--- config.mk ---
export PLATFORM = sky130hd
export DESIGN_NAME = pipe_hazard_unit
export DESIGN_NICKNAME = d
export VERILOG_FILES = /design/src/rtl/pipe_hazard_unit.sv
export SDC_FILE = /design/constraint.sdc
export NUM_CORES = 1
export LEC_CHECK = 0
export CORE_ASPECT_RATIO = 0.75
export CORE_MARGIN = 4
export CORE_UTILIZATION = 38
export DETAILED_ROUTE_END_ITERATION = 6
export PLACE_DENSITY = 0.84
export SYNTH_ARGS = -nofsm -noshare
export SYNTH_HDL_FRONTEND = slang
export SYNTH_SLANG_ARGS = --single-unit
--- constraint.sdc ---
create_clock -name clk -period 3.35 [get_ports clk]
set_input_delay 0.67 -clock clk [delete_from_list [all_inputs] [get_ports clk]]
set_output_delay 0.67 -clock clk [all_outputs]
set_load 0.02 [all_outputs]
--- src/rtl/pipe_hazard_unit.sv ---
`default_nettype none
// pipe_hazard_unit: tracks destination tags EX..WB and produces the ID stall, the EX bubble and the forwarded operands.
// Revision 1.0
module pipe_hazard_unit #(
  parameter int DATA_W      = 32,
  parameter int REG_BITS    = 5,
  parameter int STAGES      = 3,
  parameter int STALL_CNT_W = 16
) (
  input  logic                     clk,
  input  logic                     rst_b,
  input  logic                     id_valid,
  input  logic [REG_BITS-1:0]      id_rs_num,
  input  logic [REG_BITS-1:0]      id_rt_num,
  input  logic                     id_uses_rs,
  input  logic                     id_uses_rt,
  input  logic [REG_BITS-1:0]      id_rd_num,
  input  logic                     id_reg_write,
  input  logic                     id_is_load,
  input  logic                     branch_taken,
  input  logic                     cache_done,
  input  logic [STAGES*DATA_W-1:0] stage_data,
  input  logic [DATA_W-1:0]        rf_rs_data,
  input  logic [DATA_W-1:0]        rf_rt_data,
  output logic                     stall_id,
  output logic                     bubble_ex,
  output logic [DATA_W-1:0]        fwd_rs_data,
  output logic [DATA_W-1:0]        fwd_rt_data,
  output logic                     fwd_rs_hit,
  output logic                     fwd_rt_hit,
  output logic [STALL_CNT_W-1:0]   stall_count
);

  localparam logic [STALL_CNT_W-1:0] CNT_ONE = {{(STALL_CNT_W-1){1'b0}}, 1'b1};

  logic [STAGES-1:0]      tag_valid;
  logic [STAGES-1:0]      tag_we;
  logic [STAGES-1:0]      tag_load;
  logic [REG_BITS-1:0]    tag_rd [STAGES];
  logic [STAGES-1:0]      match_rs;
  logic [STAGES-1:0]      match_rt;
  logic                   load_use;
  logic [STALL_CNT_W-1:0] stall_cnt;

  // Register 0 never matches, so writes to it are never forwarded.
  genvar gk;
  generate
    for (gk = 0; gk < STAGES; gk++) begin : g_match
      assign match_rs[gk] = tag_valid[gk] & tag_we[gk] &
                            (tag_rd[gk] == id_rs_num) & (id_rs_num != '0);
      assign match_rt[gk] = tag_valid[gk] & tag_we[gk] &
                            (tag_rd[gk] == id_rt_num) & (id_rt_num != '0);
    end
  endgenerate

  assign load_use  = id_valid & tag_load[0] &
                     ((id_uses_rs & match_rs[0]) | (id_uses_rt & match_rt[0]));
  assign stall_id  = ~cache_done | load_use;
  assign bubble_ex = cache_done & (load_use | branch_taken);

  always_ff @(posedge clk or negedge rst_b) begin
    if (!rst_b) begin
      tag_valid <= '0;
      tag_we    <= '0;
      tag_load  <= '0;
      for (int k = 0; k < STAGES; k++) begin
        tag_rd[k] <= '0;
      end
    end else if (cache_done) begin
      for (int k = 1; k < STAGES; k++) begin
        tag_valid[k] <= tag_valid[k-1];
        tag_we[k]    <= tag_we[k-1];
        tag_load[k]  <= tag_load[k-1];
        tag_rd[k]    <= tag_rd[k-1];
      end
      if (bubble_ex || !id_valid) begin
        tag_valid[0] <= 1'b0;
        tag_we[0]    <= 1'b0;
        tag_load[0]  <= 1'b0;
        tag_rd[0]    <= '0;
      end else begin
        tag_valid[0] <= 1'b1;
        tag_we[0]    <= id_reg_write;
        tag_load[0]  <= id_is_load;
        tag_rd[0]    <= id_rd_num;
      end
    end
  end

  // Scan oldest to youngest so the youngest matching stage wins; a load in EX has no data yet.
  always_comb begin
    fwd_rs_data = rf_rs_data;
    fwd_rs_hit  = 1'b0;
    fwd_rt_data = rf_rt_data;
    fwd_rt_hit  = 1'b0;
    for (int k = STAGES - 1; k >= 0; k--) begin
      if (match_rs[k] && !(k == 0 && tag_load[0])) begin
        fwd_rs_hit  = 1'b1;
        fwd_rs_data = stage_data[k*DATA_W +: DATA_W];
      end
      if (match_rt[k] && !(k == 0 && tag_load[0])) begin
        fwd_rt_hit  = 1'b1;
        fwd_rt_data = stage_data[k*DATA_W +: DATA_W];
      end
    end
  end

  always_ff @(posedge clk or negedge rst_b) begin
    if (!rst_b) begin
      stall_cnt <= '0;
    end else if (stall_id && !(&stall_cnt)) begin
      stall_cnt <= stall_cnt + CNT_ONE;
    end
  end

  assign stall_count = stall_cnt;

endmodule
`default_nettype wire

==> results of run 1 <==
-- worst max-delay path by stage --
stage	start	end	cells past startpoint
after global routing	id_rt_num[1]	fwd_rt_data[16]	8
after global placement	id_rs_num[2]	fwd_rs_data[13]	8
after CTS	id_rt_num[1]	fwd_rt_data[22]	9
final	id_rt_num[1]	fwd_rt_data[19]	9
after floorplan	id_rt_num[1]	fwd_rt_data[10]	6
after detailed placement	id_rs_num[3]	fwd_rs_data[13]	8
-- cell usage in the layout (no fill, tap or decap), types with 2 or more instances in the layout --
cell type	n
dfrtp_1	38
or3_4	2
xor2_1	20
a221oi_4	3
buf_4	66
clkdlybuf4s15_2	4
dlygate4sd2_1	4
clkbuf_2	12
a2111oi_2	7
o22ai_1	28
mux2_2	14
a22o_1	7
o211ai_2	2
nor3_4	2
nand3_1	15
xnor2_1	18
o21ai_1	27
nor2_1	4
a211oi_1	8
nand2_1	42
nor3_1	2
a221oi_1	34
or4_4	5
o22ai_2	4
clkdlybuf4s50_1	189
buf_2	35
clkbuf_16	12
o21ai_0	70
inv_1	42
buf_12	13
a221oi_2	27
buf_6	4
xnor2_2	7
and3_1	34
-- metrics by stage --
step,total power [µW],util [%],std cells,hold WS [ns]
detailed placement,1490,70.1,945,0.490
CTS,1970,72.1,953,0.501
global placement,1460,70.1,945,0.483
finish,1980,74.1,962,0.500
global route,2080,74.1,962,0.520
floorplan,957,-,538,0.374
-- power groups by stage --
stage	combinational, µW	sequential, µW	clock (µW)
after CTS	878	598	491
after detailed placement	881	604	0
after global routing	946	611	520
after global placement	863	599	0
after floorplan	319	638	0
final	895	600	483
-- final cells by class --
class	instances	area share, %
multi-input combinational	403	40.5
timing repair buffer	335	41.1
clock inverter	2	0.161
clock buffer	6	1.79
tap	136	2.19
sequential	38	12.2
inverter	42	2.03
-- logic make-up after synthesis --
kind of cell | synth area share [%]
fa+ha+maj | 0.300
xor+xnor | 9.45
flops | 22.8
mux | 4.14
buf+inv | 10.1
compound gates | 38.5
simple gates | 14.7
-- flip-flops by register name (all words and copies together) (netlist names) --
name         count
tag_we           3
tag_rd          15
stall_count     16
tag_valid        3
tag_load         1
-- what timing repair did --
action,in CTS,in global routing
pin swaps,17,25
gates resized for setup,304,90
cloned,0,7
setup buffers,0,2
setup endpoints to repair,68,63
-- metal layers --
metal,vias up,GRT usage [%],part of all wire [%]
li1,2636,-,-
met5,-,0,0
met1,2860,41.1,38
met3,100,5.96,10
met4,0,11.2,5.0
met2,416,53.0,46
-- worst reg2reg max path: stages (launching register included) --
cell     delay (ns)
dfrtp_1        0.41
ha_1           0.22
nand3_1        0.11
or4_4          0.49
o31ai_4        0.71
a21oi_2        0.11
mux2_4         0.33
==> results.tsv, run 1 <==
stage	metric	value	unit
clock_tree	Skew-Pair Late Insertion Delay	0.28	ns
power	Static Leak	0.00336	µW
finish	Fillers	756	
synth	dominant synthesized flop cell	dfrtp_1	
floorplanning	die height	98.7	µm
power	P_int	1300	µW
finish	final instance area	7770	µm²
timing	Slew Limit Fails	0	
power	PD cells	255	nW/µm²
finish	Final Net Count	1010	
timing	Tightest Pin Transition	0.843	ns
hold_path	Worst Hold End	stall_count[4]	
synth	top cells by area, synth	dfrtp_1 23%, a221oi_1 12%, o21ai_0 9.8%, and3_1 5.3%, xnor2_1 5.3%	
critical_path	Worst Path Buf+Inv	4	
floorplanning	die area	12700	µm²
placement	GP Congestion	1.00	
hold_path	Hold WC Path Type	reg -> reg	
timing	setup TNS	0	ns
critical_path	Req. time, crit path	2.68	ns
synth	synthesis-stage register bit count	38	
critical_path	type of origin of the critical path	input pin	
hold_path	hold path cells	1	
synth	most common cell in the netlist	o21ai_0	
job	total of max-cap violations	0	
synth	synth warn	0	
finish	Antenna diodes	0	
clock_tree	CTS tree	done	
placement	post-DP HPWL	15800	µm
power	switch share	34.5	%
detailed_routing	DR vias	6012	
critical_path	worst path cell trace	dlygate4sd2_1 -> or4_4 -> nor2_4 -> nor3_2 -> buf_12 -> buf_4 -> a221oi_1 -> o21ai_2 -> buf_12	
timing	RSZ-0062 raised after global routing	yes	
synth	top cell type's share of synthesized area	22.8	%
critical_path	crit path kind	in -> out	
critical_path	setup slack, reg-to-reg	0.86	ns
timing	final worst path period need	3.34	ns
placement	instance area at placement	7350	µm²
detailed_routing	initial DRC count	527	
placement	pre-CTS setup slack	-0.868	ns
synth	Mapped Cells	538	
synth	Synth area leader	dfrtp_1	
detailed_routing	TritonRoute pass-1 iters	5	
global_routing	vias in the first global route	5968	
synth	syn nets	723	
timing	fmax	299	MHz
floorplanning	Starting Density	39.7	%
timing	Setup Skew	0.00306	ns
detailed_routing	Avg WL per Cell	23.7	µm
finish	area delta synth->final	86.4	%
global_routing	first-pass GRT wire length	32800	µm
synth	Syn Area/Cell	7.75	µm²
critical_path	slowest stage cell, crit path	or4_4	
clock_tree	hold buffers post-CTS	0	
finish	share of cells above drive strength 1	28.6	%
detailed_routing	DRC violations left	0	
clock_tree	Clock transition at path regs	0.06	ns
detailed_routing	antenna-violating nets left	0	
floorplanning	Core Footprint	10500	µm²
global_routing	GRT overflow	0	
global_routing	pin count of the biggest net entering global routing	39	
synth	Yosys cell types	38	
critical_path	CP Max Fanout	19	
floorplanning	die width	129	µm
critical_path	Setup crit end kind	primary output	
timing	Final Hold Fails	0	
critical_path	Reg2Reg Capture Point	stall_count[1]	
status	outcome	finished clean	
synth	synthesized area	4170	µm²
finish	register area	951	µm²
synth	synth cell count leaders	82 x o21ai_0, 59 x a221oi_1, 43 x nand2_1	
critical_path	Worst Path Arrival	2.67	ns
clock_tree	CTS max path bufs	2	
power	worst vdd ir	0.350	mV
floorplanning	cell row count	32	
placement	number of port buffers	267	
clock_tree	clk root buf	clkbuf_16	
clock_tree	CTS Buf Count	5	
synth	EDFF count, synth	0	
floorplanning	Top Ports	268	
critical_path	CP peak stage delay	0.58	ns
timing	Final WS setup	0.00899	ns
hold_path	HP Start	stall_count[4]	
critical_path	CP top delay family	simple AND/OR/NAND/NOR gates	
timing	Final Setup Violations	0	
critical_path	most used cell, CP	buf_12	
power	share of power burned in registers	30.3	%
timing	max_slew headroom	43.8	%
critical_path	worst-case reg-to-reg path depth	6	
clock_tree	H-tree Lvls	2	
synth	sequential area share after synthesis	22.8	%
detailed_routing	drt total wl	22800	µm
power	clock group share of total power	24.4	%
power	Gate power share	45.2	%
detailed_routing	via/cell ratio	6.25	
synth	asr flop ratio synth	100	%
timing	final worst-path cycle share	99.7	%
global_routing	gr usage total	31.8	%
critical_path	R2R Path Start	stall_count[0]	
power	NetSw	683	µW
global_routing	initial antenna violation count	0	
finish	multi-input logic area	3150	µm²
clock_tree	Clock Sinks	38	
No activity file was read; power rests on OpenSTA's default activity.
==> inputs of run 2 (changes only) <==
PLACE_DENSITY = 0.89   (was 0.84)
==> run 2 against run 1 <==
Compared with the run above:
- the flow now finishes with violations (setup timing)
- register-to-register slack about the same
- sequential power about the same
- largest power group unchanged
- count of clock-buffer cells in the layout unchanged
- setup slack got worse by 0.22 ns
- design area increased by 3.3%
- clock power increased by 11%
- fmax decreased by 6.2%
- worst hold slack got worse by 0.0048 ns
- critical path depth increased by 1
- non-clock buffer count increased by 25
- die area unchanged
==> results.tsv, run 2 (same netlist as run 1, synthesis figures left out) <==
stage	metric	value	unit	change
job	total of max-cap violations	0		unchanged
status	outcome	finished, violations left		was finished clean
hold_path	Worst Hold End	stall_count[14]		was stall_count[4]
status	failing checks	setup timing		
clock_tree	hold buffers post-CTS	0		unchanged
detailed_routing	Avg WL per Cell	24.5	µm	was 23.7 µm
finish	number of flip-flops in the largest register	16		unchanged
finish	register area	951	µm²	unchanged
floorplanning	cell row count	32		unchanged
power	P_int	1360	µW	was 1300 µW
finish	share of cells above drive strength 1	31.5	%	was 28.6%
detailed_routing	initial DRC count	557		was 527
timing	Final WS setup	-0.212	ns	was 0.00899 ns
global_routing	initial antenna violation count	1		was 0
critical_path	worst-case reg-to-reg path depth	6		unchanged
critical_path	slowest stage cell, crit path	o21ai_1		was or4_4
timing	RSZ-0062 raised after global routing	yes		unchanged
timing	Final Setup Violations	9		was 0
global_routing	GRT overflow	0		unchanged
detailed_routing	antenna-violating nets left	0		unchanged
critical_path	type of origin of the critical path	input pin		unchanged
placement	post-DP HPWL	16700	µm	was 15,800 µm
timing	final worst path period need	3.56	ns	was 3.34 ns
critical_path	CP peak stage delay	0.39	ns	was 0.58 ns
detailed_routing	routed wl met3	2460	µm	was 2350 µm
detailed_routing	drt total wl	24200	µm	was 22,800 µm
finish	area delta synth->final	92.6	%	was 86.4%
global_routing	vias in the first global route	6239		was 5,968
clock_tree	CTS Buf Count	5		unchanged
timing	max_slew headroom	45.9	%	was 43.8%
clock_tree	CTS max path bufs	2		unchanged
critical_path	setup slack, reg-to-reg	0.87	ns	was 0.86 ns
power	NetSw	712	µW	was 683 µW
critical_path	crit path kind	in -> out		unchanged
global_routing	gr usage total	33.3	%	was 31.8%
placement	number of port buffers	267		unchanged
finish	multi-input logic area	3260	µm²	was 3150 µm²
floorplanning	Starting Density	39.7	%	unchanged
detailed_routing	met2 WL	11000	µm	was 10,600 µm
critical_path	CP Max Fanout	7		was 19
detailed_routing	TritonRoute pass-1 iters	6		was 5
detailed_routing	DR vias	6352		was 6,012
power	Static Leak	0.00348	µW	was 0.00336 µW
floorplanning	die height	98.7	µm	unchanged
clock_tree	Skew-Pair Late Insertion Delay	0.29	ns	was 0.28 ns
detailed_routing	DRC violations left	0		unchanged
timing	Tightest Pin Transition	0.811	ns	was 0.843 ns
power	clock group share of total power	25.9	%	was 24.4%
power	PD cells	259	nW/µm²	was 255 nW/µm²
timing	Setup Skew	0.00797	ns	was 0.00306 ns
timing	setup TNS	-0.432	ns	was 0 ns
hold_path	hold path cells	1		unchanged
power	switch share	34.3	%	was 34.5%
critical_path	Setup crit end kind	primary output		unchanged
critical_path	worst path cell trace	clkdlybuf4s15_2 -> buf_4 -> xor2_1 -> nor4_2 -> nand3_2 -> buf_12 -> buf_4 -> o21ai_1 -> o22ai_2 -> buf_4		was dlygate4sd2_1 -> or4_4 -> nor2_4 -> nor3_2 -> buf_12 -> buf_4 -> a221oi_1 -> o21ai_2 -> buf_12
clock_tree	H-tree Lvls	2		unchanged
timing	fmax	281	MHz	was 299 MHz
finish	Final Net Count	1035		was 1,010
detailed_routing	via/cell ratio	6.43		was 6.25
critical_path	Req. time, crit path	2.68	ns	about the same
power	Gate power share	45.1	%	was 45.2%
timing	final worst-path cycle share	106	%	was 99.7%
timing	Slew Limit Fails	0		unchanged
finish	commonest non-fill, non-tap cells in the layout	189 x clkdlybuf4s50_1, 77 x buf_4, 69 x o21ai_0		was 189 x clkdlybuf4s50_1, 70 x o21ai_0, 66 x buf_4
hold_path	Hold WC Path Type	reg -> reg		unchanged
finish	commonest non-fill, non-tap cell in the layout	clkdlybuf4s50_1		unchanged
global_routing	pin count of the biggest net entering global routing	39		unchanged
finish	Fillers	679		was 756
clock_tree	Clock Sinks	38		unchanged
global_routing	first-pass GRT wire length	33900	µm	was 32,800 µm
floorplanning	Top Ports	268		unchanged
clock_tree	clk root buf	clkbuf_16		unchanged
placement	GP Congestion	0.970		was 1.00
critical_path	Worst Path Arrival	2.89	ns	was 2.67 ns
critical_path	Reg2Reg Capture Point	stall_count[1]		unchanged
floorplanning	Core Footprint	10500	µm²	unchanged
clock_tree	Clock transition at path regs	0.06	ns	about the same
floorplanning	die area	12700	µm²	unchanged
timing	Final Hold Fails	0		unchanged
detailed_routing	M1 WL	9170	µm	was 8730 µm
hold_path	HP Start	stall_count[14]		was stall_count[4]
critical_path	most used cell, CP	buf_4		was buf_12
critical_path	R2R Path Start	stall_count[0]		unchanged
power	worst vdd ir	0.321	mV	was 0.350 mV
timing	Hold WS	0.495	ns	was 0.500 ns
power	share of power burned in registers	29.0	%	was 30.3%
clock_tree	CTS tree	done		unchanged
floorplanning	die width	129	µm	unchanged
detailed_routing	max layer used	met5		was met4
[run 2: cell types whose count changed in the layout (fill, tap and decap cells not counted), sizes merged]
cell / change
diode: +1
clkdlybuf4s15: -2
clkinv: -1
buf: +36
dlygate4sd2: +2
clkbuf: -11
bufinv: +1
[run 2: worst max path at each step]
| stage | start | endpoint | slack, ns | cells past startpoint |
|---|---|---|---|---|
| after floorplan | id_rt_num[1] | fwd_rt_data[10] | 0.30 | 6 |
| after global placement | id_rs_num[0] | fwd_rs_data[6] | -0.75 | 8 |
| after detailed placement | id_rs_num[0] | fwd_rs_data[0] | -0.77 | 7 |
| after CTS | id_rs_num[1] | fwd_rs_data[0] | -0.01 | 8 |
| after global routing | id_rs_num[3] | fwd_rs_data[17] | -0.31 | 10 |
| final | id_rs_num[3] | fwd_rs_data[17] | -0.21 | 10 |
[run 2: timing repair]
item	4_1_cts	5_1_grt
pin swaps	14	29
gates resized for setup	328	82
setup buffers	1	7
endpoints found under the setup margin	68	62
gates cloned	1	3
[run 2: critical path: cells and delay by family]
kind / cells / cell delay, ns
AO/OA/AOI/OAI: 2 / 0.58
XOR/XNOR: 1 / 0.17
buffers and inverters: 5 / 0.93
AND/OR/NAND/NOR: 2 / 0.52
[run 2: layout make-up]
type	instances	share of cell area, %
repair buffers	360	41.4
inverters	42	1.96
well taps	136	2.12
clock buffers	6	1.60
clock inverters	2	0.467
diodes	1	0.0312
multi-input cells	403	40.5
flip-flops and latches	38	11.8
[run 2: stage by stage]
stage | utilization [%] | power [µW] | cell area [µm²] | instances | worst slack (ns)
after global routing | 76.6 | 2150 | 8030 | 988 | -0.314
after detailed placement | 71.7 | 1490 | 7520 | 967 | -0.773
after CTS | 72.8 | 2020 | 7630 | 977 | -0.0134
final | 76.6 | 2080 | 8030 | 988 | -0.212
after global placement | 71.7 | 1470 | 7520 | 967 | -0.746
after floorplan | - | 957 | 4170 | 538 | 0.296
[run 2: metal layers]
layer | global-route usage (%) | up-vias
met3 | 7.31 | 155
li1 | - | 2679
met1 | 41.3 | 2986
met2 | 54.5 | 530
met5 | 0 | -
met4 | 16.7 | 2
[run 2: power by group through the flow]
stage / registers, µW / logic, µW / clock network [µW]
3_3_place_gp: 595 / 872 / 0
5_1_grt: 608 / 981 / 564
6_report: 602 / 937 / 537
2_1_floorplan: 638 / 319 / 0
3_5_place_dp: 601 / 891 / 0
4_1_cts: 596 / 887 / 538
==> inputs of run 3 (changes only) <==
CORE_UTILIZATION = 41   (was 38)
PLACE_DENSITY = 0.94   (was 0.89)
clock period = 4.5 ns   (was 3.35 ns; I/O delays follow)
==> run 3 against run 2 <==
Compared with the run above:
- the flow now finishes without violations
- highest routed layer is now met4
- critical path depth shrank 2
- die area shrank 6.8%
- sequential share of layout area grew 1.1 points
- global-route usage shrank 1.1 points
- core utilization shrank 1.1 points
- cell count shrank 6.6%
- largest cell class unchanged
==> results.tsv, run 3 (same netlist as run 1, synthesis figures left out) <==
stage	metric	value	unit	change
status	outcome	finished clean		was finished, violations left
timing	fmax	226	MHz	
detailed_routing	DRC violations left	0		unchanged
detailed_routing	initial DRC count	644		was 557
finish	area delta synth->final	76.9	%	was 92.6%
critical_path	setup slack, reg-to-reg	1.95	ns	was 0.87 ns
detailed_routing	via/cell ratio	6.32		was 6.43
critical_path	Worst setup startpoint	id_rs_num[1]		was id_rs_num[3]
critical_path	CP top delay family	buffers and inverters		unchanged
critical_path	slowest stage cell, crit path	or4_4		was o21ai_1
placement	GP Congestion	0.984		was 0.970
power	switch share	32.3	%	was 34.3%
timing	Final Hold Fails	0		unchanged
floorplanning	die height	95.3	µm	was 98.7 µm
clock_tree	Clock transition at path regs	0.06	ns	about the same
finish	Final Net Count	974		was 1,035
clock_tree	post-CTS setup buffers	0		was 1
critical_path	R2R Path Start	stall_count[0]		unchanged
critical_path	worst path cell trace	clkdlybuf4s50_1 -> or4_4 -> or2_0 -> and3_1 -> buf_12 -> a221oi_1 -> o22ai_1 -> clkdlybuf4s50_1		was clkdlybuf4s15_2 -> buf_4 -> xor2_1 -> nor4_2 -> nand3_2 -> buf_12 -> buf_4 -> o21ai_1 -> o22ai_2 -> buf_4
critical_path	Reg2Reg Capture Point	stall_count[1]		unchanged
placement	number of port buffers	267		unchanged
finish	commonest non-fill, non-tap cell in the layout	clkdlybuf4s50_1		unchanged
detailed_routing	Avg WL per Cell	22.7	µm	was 24.5 µm
global_routing	initial antenna violation count	0		was 1
global_routing	first-pass GRT wire length	30800	µm	was 33,900 µm
clock_tree	CTS tree	done		unchanged
floorplanning	Core Footprint	9770	µm²	was 10,500 µm²
finish	number of flip-flops in the largest register	16		unchanged
clock_tree	Clock Sinks	38		unchanged
floorplanning	die width	124	µm	was 129 µm
clock_tree	Skew-Pair Late Insertion Delay	0.28	ns	was 0.29 ns
power	NetSw	488	µW	was 712 µW
clock_tree	H-tree Lvls	2		unchanged
detailed_routing	DR vias	5832		was 6,352
critical_path	Worst Path Buf+Inv	3		was 5
critical_path	Worst Path Arrival	3.53	ns	was 2.89 ns
finish	share of cells above drive strength 1	10.1	%	was 31.5%
power	Gate power share	43.2	%	was 45.1%
clock_tree	CTS Buf Count	5		unchanged
power	Static Leak	0.00319	µW	was 0.00348 µW
floorplanning	cell row count	31		was 32
detailed_routing	TritonRoute pass-1 iters	5		was 6
critical_path	crit path kind	in -> out		unchanged
hold_path	Hold WC Path Type	reg -> reg		unchanged
timing	Tightest Pin Transition	0.834	ns	was 0.811 ns
power	worst vdd ir	0.257	mV	was 0.321 mV
global_routing	pin count of the biggest net entering global routing	39		unchanged
timing	Final Setup Violations	0		was 9
critical_path	CP Capture Point	fwd_rs_data[3]		was fwd_rs_data[17]
placement	post-placement cell count	914		was 967
job	total of max-cap violations	0		unchanged
critical_path	CP Depth	8		was 10
power	Pwr Total	1510	µW	was 2080 µW
floorplanning	Starting Density	42.7	%	was 39.7%
detailed_routing	drt total wl	20900	µm	was 24,200 µm
critical_path	CP Max Fanout	32		was 7
timing	final worst-path cycle share	98.5	%	
power	P_int	1020	µW	was 1360 µW
power	share of power burned in registers	29.7	%	was 29.0%
power	clock group share of total power	27.0	%	was 25.9%
timing	final worst path period need	4.43	ns	
timing	Slew Limit Fails	0		unchanged
clock_tree	CTS max path bufs	2		unchanged
finish	register area	951	µm²	unchanged
finish	Final Non-Filler Cells	923		was 988
critical_path	Setup crit end kind	primary output		unchanged
critical_path	type of origin of the critical path	input pin		unchanged
finish	multi-input logic area	2830	µm²	was 3260 µm²
finish	Fillers	642		was 679
floorplanning	die area	11900	µm²	was 12,700 µm²
detailed_routing	antenna-violating nets left	0		unchanged
timing	Setup Skew	0.00367	ns	was 0.00797 ns
power	PD cells	204	nW/µm²	was 259 nW/µm²
global_routing	vias in the first global route	5672		was 6,239
critical_path	worst-case reg-to-reg path depth	6		unchanged
placement	post-DP HPWL	16000	µm	was 16,700 µm
global_routing	GRT overflow	0		unchanged
timing	max_slew headroom	44.4	%	was 45.9%
critical_path	most used cell, CP	clkdlybuf4s50_1		was buf_4
finish	commonest non-fill, non-tap cells in the layout	247 x clkdlybuf4s50_1, 82 x o21ai_0, 58 x a221oi_1		was 189 x clkdlybuf4s50_1, 77 x buf_4, 69 x o21ai_0
floorplanning	Top Ports	268		unchanged
critical_path	CP peak stage delay	0.57	ns	was 0.39 ns
finish	Util after Layout	75.4	%	was 76.6%
critical_path	Req. time, crit path	3.60	ns	was 2.68 ns
global_routing	gr usage total	32.2	%	was 33.3%
clock_tree	clk root buf	clkbuf_16		unchanged
[run 3: cell count changes in the layout (fill, tap and decap cells not counted), moves of 13 or more]
| cell | change |
|---|---|
| o21ai_0 | +13 |
| a221oi_1 | +36 |
| dlymetal6s2s_1 | +20 |
| buf_4 | -56 |
| buf_2 | -54 |
| o21ai_1 | -13 |
| a221oi_2 | -31 |
| clkdlybuf4s50_1 | +58 |
[run 3: area by class of cell]
| type | instances | share of cell area [%] |
|---|---|---|
| diodes | 2 | 0.0679 |
| clock buffers | 6 | 1.88 |
| clock inverters | 1 | 0.407 |
| inverters | 42 | 2.14 |
| multi-input cells | 403 | 38.3 |
| flip-flops and latches | 38 | 12.9 |
| well taps | 132 | 2.24 |
| repair buffers | 299 | 42.0 |
[run 3: what timing repair did]
| action | 4_1_cts | 5_1_grt |
|---|---|---|
| setup endpoints to repair | 0 | 30 |
| endpoints found under the hold margin | 0 | 0 |
| gates resized for setup | 0 | 22 |
| hold buffers | 0 | 0 |
[run 3: layer usage]
metal	vias to the layer above	global-route usage (%)	part of all wire, %
met5	-	0	0
met4	0	13.4	5.5
met3	100	7.61	12
met2	475	54.1	47
met1	2712	40.3	36
li1	2545	-	-
[run 3: worst register-to-register path: stages, from the launching register on]
cell	delay, ns
dfrtp_1	0.42
ha_1	0.25
nand3_1	0.12
or4_4	0.49
o31ai_4	0.70
a21oi_2	0.11
mux2_4	0.33
[run 3: worst min path at each step]
stage                          from              end  slack [ns]  depth (start not counted)
floorplan               tag_load[0]      tag_load[0]        0.50                          1
detailed placement   stall_count[8]   stall_count[8]        0.49                          1
CTS                  stall_count[8]   stall_count[8]        0.50                          1
global route        stall_count[14]  stall_count[14]        0.52                          1
finish              stall_count[14]  stall_count[14]        0.50                          1
global placement    stall_count[14]  stall_count[14]        0.48                          1
[run 3: power by group through the flow]
| stage | Clock (µW) | Combinational [µW] | Sequential [µW] |
|---|---|---|---|
| after floorplan | 0 | 237 | 475 |
| final | 408 | 652 | 448 |
| after global routing | 427 | 686 | 453 |
| after detailed placement | 0 | 642 | 451 |
| after global placement | 0 | 624 | 446 |
| after CTS | 410 | 648 | 446 |
[run 3: through the flow]
stage / worst slack [ns] / instance area (µm²) / hold WS [ns] / TNS, ns
after detailed placement: 0.0936 / 7140 / 0.490 / 0
after floorplan: 0.986 / 4170 / 0.496 / 0
after global placement: 0.151 / 7140 / 0.483 / 0
after global routing: -0.00189 / 7370 / 0.517 / -0.00189
final: 0.0693 / 7370 / 0.497 / 0
after CTS: 0.0467 / 7310 / 0.497 / 0
